===== config.mk =====
export PLATFORM = sky130hd
export DESIGN_NAME = mopshub_test_sequencer
export DESIGN_NICKNAME = d
export VERILOG_FILES = /design/src/rtl/mopshub_test_sequencer.sv
export SDC_FILE = /design/constraint.sdc
export NUM_CORES = 1
export LEC_CHECK = 0
export CELL_PAD_IN_SITES_DETAIL_PLACEMENT = 1
export CELL_PAD_IN_SITES_GLOBAL_PLACEMENT = 1
export CORE_ASPECT_RATIO = 2
export CORE_UTILIZATION = 42
export DETAILED_ROUTE_END_ITERATION = 16
export PLACE_DENSITY_LB_ADDON = 0.1
export SETUP_SLACK_MARGIN = 0.3
export SYNTH_ARGS = -nofsm -noshare
export SYNTH_HDL_FRONTEND = slang
export SYNTH_SLANG_ARGS = --single-unit
export TNS_END_PERCENT = 100

===== constraint.sdc =====
create_clock -name clk -period 3.14 [get_ports clk]
set_input_delay 0.628 -clock clk [delete_from_list [all_inputs] [get_ports clk]]
set_output_delay 0.628 -clock clk [all_outputs]
set_load 0.1 [all_outputs]

===== src/rtl/mopshub_test_sequencer.sv =====
// MOPSHUB bring-up sequencer: walks buses 0..last_bus running RX / TX / RX-then-TX /
// advanced tests against the data generator, with gap timing, watchdog and pass/fail counters.
module mopshub_test_sequencer #(
  parameter int BUS_W          = 5,
  parameter int CNT_W          = 16,
  parameter int GAP_CYCLES     = 120,
  parameter int TO_W           = 16,
  parameter int TIMEOUT_CYCLES = 50000
) (
  input  logic             clk,
  input  logic             rst,
  input  logic             start,
  input  logic             abort,
  input  logic [1:0]       mode,
  input  logic [BUS_W-1:0] last_bus,
  input  logic             loop_en,
  input  logic             test_rx_end,
  input  logic             test_tx_end,
  input  logic             costum_msg_end,
  input  logic             test_err,
  output logic             test_rx,
  output logic             test_tx,
  output logic             test_advanced,
  output logic [BUS_W-1:0] bus_sel,
  output logic             endwait_all,
  output logic             busy,
  output logic             done,
  output logic [CNT_W-1:0] pass_cnt,
  output logic [CNT_W-1:0] fail_cnt,
  output logic             timeout
);
  localparam int GAP_W = (GAP_CYCLES > 1) ? $clog2(GAP_CYCLES) : 1;
  localparam logic [GAP_W-1:0] GAP_LAST = GAP_W'((GAP_CYCLES > 0) ? GAP_CYCLES - 1 : 0);
  localparam logic [TO_W-1:0]  TO_LAST  = TO_W'((TIMEOUT_CYCLES > 0) ? TIMEOUT_CYCLES - 1 : 0);
  localparam logic [1:0] M_TX = 2'd1, M_RXTX = 2'd2, M_ADV = 2'd3;

  typedef enum logic [3:0] {
    IDLE, LOAD, RUN_RX, RUN_TX, RUN_ADV, ENDWAIT, GAP, NEXT, DONE
  } state_t;

  state_t           state, next_state, first_test;
  logic [1:0]       mode_q, sel_mode;
  logic [BUS_W-1:0] last_q;
  logic [TO_W-1:0]  wd_cnt;
  logic [GAP_W-1:0] gap_cnt;
  logic             gap_to_tx;
  logic             in_run, end_hit, wd_exp, accept, expire, more_buses;

  // Mode is taken live while in LOAD, since it is latched on that same edge.
  always_comb begin
    sel_mode   = (state == LOAD) ? mode : mode_q;
    first_test = RUN_RX;
    case (sel_mode)
      M_TX:    first_test = RUN_TX;
      M_ADV:   first_test = RUN_ADV;
      default: first_test = RUN_RX;
    endcase
  end

  always_comb begin
    in_run     = (state == RUN_RX) || (state == RUN_TX) || (state == RUN_ADV);
    end_hit    = ((state == RUN_RX)  && test_rx_end) ||
                 ((state == RUN_TX)  && test_tx_end) ||
                 ((state == RUN_ADV) && costum_msg_end);
    // An end pulse on the expiry cycle is counted as a normal end, not a timeout.
    wd_exp     = (TIMEOUT_CYCLES != 0) && in_run && (wd_cnt == TO_LAST) && !end_hit;
    accept     = end_hit && !abort;
    expire     = wd_exp && !abort;
    more_buses = (bus_sel < last_q) || loop_en;
  end

  always_comb begin
    next_state = state;
    case (state)
      IDLE:    if (start) next_state = LOAD;
      LOAD:    next_state = first_test;
      RUN_RX:  if (end_hit || wd_exp) next_state = ENDWAIT;
      RUN_TX,
      RUN_ADV: if (end_hit || wd_exp) next_state = NEXT;
      ENDWAIT: begin
        if (mode_q == M_RXTX) next_state = (GAP_CYCLES == 0) ? RUN_TX : GAP;
        else                  next_state = NEXT;
      end
      GAP:     if (gap_cnt == GAP_LAST) next_state = gap_to_tx ? RUN_TX : first_test;
      NEXT: begin
        if (more_buses) next_state = (GAP_CYCLES == 0) ? first_test : GAP;
        else            next_state = DONE;
      end
      DONE:    next_state = IDLE;
      default: next_state = IDLE;
    endcase
    if (abort && state != IDLE) next_state = IDLE;
  end

  always_ff @(posedge clk or negedge rst) begin
    if (!rst) begin
      state         <= IDLE;
      mode_q        <= '0;
      last_q        <= '0;
      wd_cnt        <= '0;
      gap_cnt       <= '0;
      gap_to_tx     <= 1'b0;
      test_rx       <= 1'b0;
      test_tx       <= 1'b0;
      test_advanced <= 1'b0;
      bus_sel       <= '0;
      endwait_all   <= 1'b0;
      busy          <= 1'b0;
      done          <= 1'b0;
      pass_cnt      <= '0;
      fail_cnt      <= '0;
      timeout       <= 1'b0;
    end else begin
      state   <= next_state;
      wd_cnt  <= (in_run && next_state == state) ? wd_cnt + TO_W'(1) : '0;
      gap_cnt <= (state == GAP && next_state == GAP) ? gap_cnt + GAP_W'(1) : '0;

      // Levels trail state entry by one cycle and drop on the edge the state is left.
      test_rx       <= (state == RUN_RX)  && (next_state == RUN_RX);
      test_tx       <= (state == RUN_TX)  && (next_state == RUN_TX);
      test_advanced <= (state == RUN_ADV) && (next_state == RUN_ADV);
      endwait_all   <= (state == ENDWAIT) && !abort;
      done          <= (state == DONE) && !abort;
      busy          <= (next_state != IDLE);

      if (state == LOAD && !abort) begin
        mode_q   <= mode;
        last_q   <= last_bus;
        bus_sel  <= '0;
        pass_cnt <= '0;
        fail_cnt <= '0;
        timeout  <= 1'b0;
      end

      if (state == ENDWAIT)   gap_to_tx <= 1'b1;
      else if (state == NEXT) gap_to_tx <= 1'b0;

      if (accept) begin
        if (test_err) begin
          if (fail_cnt != '1) fail_cnt <= fail_cnt + CNT_W'(1);
        end else begin
          if (pass_cnt != '1) pass_cnt <= pass_cnt + CNT_W'(1);
        end
      end else if (expire) begin
        if (fail_cnt != '1) fail_cnt <= fail_cnt + CNT_W'(1);
        timeout <= 1'b1;
      end

      if (state == NEXT && next_state != DONE && next_state != IDLE)
        bus_sel <= (bus_sel < last_q) ? bus_sel + BUS_W'(1) : '0;
    end
  end

endmodule

Word level (Yosys, flattened, before mapping). Index checks and enable logic that the tools add are counted.

Muxes and demuxes: 30. Equality and inequality tests: 21. Reductions and logical operators: 32. $add $sub $neg: 5. $lt $le $gt $ge: 1.

Operator list (number): 2-to-1 mux 16 bit (10); adder 16 x 1 -> 16 bit (second input constant) (3); inequality test 16 bit (second input constant) (2); 2-to-1 mux 4 bit (7); one-hot mux 4 bit (7 select lines) (1); equality test 4 x 3 -> 1 bit (second input constant) (6); logical AND 1 bit (18); equality test 16 bit (second input constant) (1); equality test 4 x 2 -> 1 bit (second input constant) (4); 2-to-1 mux 5 bit (3); nonzero test 4 bit (2); adder 7 x 1 -> 7 bit (second input constant) (1); equality test 7 bit (second input constant) (1); 2-to-1 mux 7 bit (1); logical OR 1 bit (6); 2-to-1 mux 1 bit (6); one-hot mux 3 bit (2 select lines) (1); adder 5 x 1 -> 5 bit (second input constant) (1); less-than comparator 5 bit (1); equality test 2 bit (second input constant) (2); equality test 4 x 1 -> 1 bit (second input constant) (1); equality test 4 bit (1); equality test 4 bit (second input constant) (1); zero test 4 bit (1); 6 further kinds (8).

Output and inout bits: 44. Input bits: 16. Register bits after elaboration: 79.

Longest topological paths before layout.
Depth in word-level cells: 14. Depth in mapped cells: 9. Depth with buffers taken out: 8.

Worst setup path before layout. No wires, ideal clock.

Path kind: reg-to-reg. Start: reg fail_cnt[1]. End: reg fail_cnt[9]. Setup time: 126 ps. Arrival: 2940 ps. Clock period less this slack: 3067 ps. Path slack: 73 ps. Stages on the path, launching flop included: 9. Cell sequence: dfrtp_1 ha_1 nand3_1 nor3_1 and3_1 and4_1 clkbuf_1 nor4b_1 a221o_1.

Cells in the longest elaborated chain, start to end: 4. Elaborated cells on any way between the ends: 6. Classes of those cells: add/sub: 1; eq/ne: 1; mux: 4.

Ends and longest elaborated chain: start: declaration (RTL line 29) `output logic [CNT_W-1:0] fail_cnt,`; start signal: assignment (RTL line 140) `if (fail_cnt != '1) fail_cnt <= fail_cnt + CNT_W'(1);`; start signal: assignment (RTL line 145) `if (fail_cnt != '1) fail_cnt <= fail_cnt + CNT_W'(1);`; adder 16 x 1 -> 16 bit / inequality test 16 bit (equally long branches) (RTL line 140, 145); 2-to-1 mux 16 bit * (RTL line 140, 145); 2-to-1 mux 16 bit, on equally long branches (RTL line 144, 139); 2-to-1 mux 16 bit * (RTL line 138) `if (accept) begin`.

Every way passes the cells marked *; elsewhere a longest branch is shown, timed or not. A chain may end at the register's enable or synchronous reset.

Worst setup path in the final report.
Start: reg state[0]. End: reg busy.

Cells in the longest elaborated chain, start to end: 11. Elaborated cells on any way between the ends: 34. Classes of those cells: eq/ne: 9; mux: 9; reduce/logical: 16.

Ends and longest elaborated chain: start: declaration (RTL line 41) `state_t state, next_state, first_test;`; start signal: assignment (RTL line 114) `state <= next_state;`; branches (longest 9 deep; another with one-hot mux 4 bit (7 select lines)); 2-to-1 mux 4 bit * (RTL line 92) `if (abort && state != IDLE) next_state = IDLE;`; via next_state[1] (RTL line 41); nonzero test 4 bit * (RTL line 124) `busy <= (next_state != IDLE);`; end signal: assignment (RTL line 124); end: declaration (RTL line 26) `output logic busy,`.

Mark *: on every way through the listed nets, which the timed path passes.

==> results.cfg <==
[clock_network]
cts_buffer_depth = 2
clkTransAtPathRegs_ns = 0.06
clk-insertion-delay-late_ns = 0.35
root_buffer = clkbuf_16
clock-sinks = 79
cts_tree = done
cts_buffers = 9
h-tree-depth = 3

[place]
dp_slack_ns = -0.0312
place.gp.congestion = 0.868
dpl_cell_area_mm2 = 0.00516
dp_cells = 664
hpwl_um = 9690
portBuffers = 59

[sta]
timing.final.ws_setup_ns = 0.395
setup_viol = 0
fin_worst_hold_slack_ns = 0.275
worstMarginPinSlew_ns = 0.672
clock_skew_ns = 0.0113
max_slew_margin_pct = 54.8
hold_viol_final = 0
slew_violations = 0
fin_setup_tns_ns = 0
layout_min_cycle_time_ns = 2.74
fmax_ghz = 0.364
rsz0062_at_grt = false
min_period_over_period_pct = 87.4

[critical_path]
start_kind = flip-flop
worstPathCellList = or4b_4, a2111oi_4, o21ai_2, o41a_4, o21bai_1, or3_1
crit_type = flip-flop to flip-flop
critPathBufInv = 0
worstPathRequired_ns = 3.35
crit_family = compound AO/OA/AOI/OAI gates
crit_fanout = 8
arrival_ns = 2.95
cp-end-kind = flip-flop
critPathSlowestCell = or4b_4
r2r_slack_ns = 0.40
max_stage_delay_ns = 0.58

[worst_hold_path]
hp-class = input pin to asynchronous set/reset pin

[detailed_routing]
antenna_left = 0
wl_um = 13100
routed_via_density = 5.79
route.met2.wl_um = 7340
drt_first_iter_violations = 139
wl_met1_um = 4930
top_layer = met4
vias = 3942
wl_met3_um = 367
dr.pass1.iters = 4
avgRoutedWirePerCell_um = 19.2
drc = 0

[yosys]
async_reset_ff_share_pct = 100
synth_area_mm2 = 0.00441
synth_top_area_share_pct = 44.8
yosys_warnings = 0
syn_nets = 491
synth.avg_cell_area_um2 = 9.47
synth-edff-count = 0
synth_ff_type = dfrtp_1
ys_seq_area_share_pct = 44.8
synth_area_leaders = dfrtp_1, nand2_1, xnor2_1
ys_types = 63
synth_cells = 466
ys_seq_elements = 79
yosysTopAreaCell = dfrtp_1

[floorplanning]
die_area_mm2 = 0.0109
die_h_um = 147
row_count = 52
chipWidth_um = 74.5
ios = 60
start_util_pct = 43.5
core_region_area_mm2 = 0.0101

[global_route]
grt_pass1_vias = 4279
grt_pass1_wl_um = 21600
grt_usage_pct = 26.0
antenna_found_initial = 0
grt_overflow_total = 0
grt_max_degree = 43

[status]
status = finished clean

[layout]
stdcell_area_mm2 = 0.00551
fillers = 1184
area_delta_synth_final_pct = 24.9
post-route-util_pct = 54.3
final_nets = 566
layout_commonest_cell = dfrtp_1
antenna_cells = 0
final_cell_count_no_fill = 681
final_cell_mix = dfrtp_1, buf_4, nand2_1
layout-drive-gt1-share_pct = 20.0

[pwr]
power-per-cell-area_mw_per_mm2 = 762
power_mw = 4.20
leakage_nw = 2.40
ir_drop_v = 0.000547

[flow_run]
maxCapViolCount = 0
## layer usage
layer  global-route usage (%)  vias to the layer above
li1                         -                     1858
met1                     28.2                     1994
met2                     47.1                       65
met3                     4.46                       25
met4                     11.4                        0
met5                        0                        -
## cell usage after synthesis (all sizes together), types with 4 or more instances
library cell,instances
a221o,8
nor4b,4
clkbuf,14
a311oi,4
and3,13
buf,4
nor2,27
nor3,31
and2,6
a21oi,10
o211ai,7
o31ai,4
dfrtp,79
xnor2,20
ha,9
xor2,7
nor2b,5
and4,6
a21o,5
inv,14
nand3b,5
nand2,54
a31oi,9
nor3b,4
mux2i,4
nor4,8
nand4,9
or2,6
or3,4
nand3,27
o21ai,22
mux2,4
## layout make-up
class	instances	area (um^2)	area share [%]
Multi-Input combinational cell	355	2310	41.9
Sequential cell	79	1980	36.0
Timing Repair Buffer	82	676	12.3
Clock buffer	12	246	4.47
Tap cell	135	169	3.07
Clock inverter	4	70.1	1.27
Inverter	14	52.6	0.954
## flip-flops by register name (all words and copies together) (netlist names)
signal	count
done	1
fail_cnt	16
bus_sel	5
gap_to_tx	1
state	4
wd_cnt	16
timeout	1
test_advanced	1
test_rx	1
pass_cnt	16
busy	1
mode_q	2
test_tx	1
last_q	5
endwait_all	1
gap_cnt	7
## power breakdown
| group | switching, mW | internal [mW] | leakage [nW] |
|---|---|---|---|
| Sequential | 0.146 | 1.15 | 1.07 |
| Combinational | 1.21 | 0.558 | 1.18 |
| Clock | 0.414 | 0.716 | 0.157 |
## final timing paths
kind,startpoint,to,cells after the start
max,state[0],busy,6
min reg2reg,gap_cnt[0],gap_cnt[0],1
min,rst,gap_cnt[4],1
max in group asynchronous,rst,bus_sel[4],2
min in group clk,gap_cnt[0],gap_cnt[0],1
max reg2reg,state[0],busy,6
## worst register-to-register path: cells and delay by family, from the launching register on
| kind | cells | cell delay [ns] |
|---|---|---|
| simple gates | 2 | 0.92 |
| compound gates | 4 | 1.20 |
| flops | 1 | 0.50 |
## cell families (layout without fill, tap and decap cells)
group / after synthesis / in the layout / synth area share, %
multiplexers: 8 / 8 / 1.93
AO/OA/AOI/OAI: 91 / 91 / 15.9
adder cells (fa/ha/maj): 9 / 9 / 2.55
flip-flops: 79 / 79 / 44.8
XOR/XNOR: 27 / 27 / 5.36
AND/OR/NAND/NOR: 220 / 220 / 26.4
buffers and inverters: 32 / 112 / 3.03
## what timing repair did
item	CTS	global route
hold buffers	0	0
endpoints found under the hold margin	0	0
buffers inserted	0	1
endpoints found under the setup margin	0	26
gates resized for setup	0	2
No activity file was read; power rests on OpenSTA's default activity.
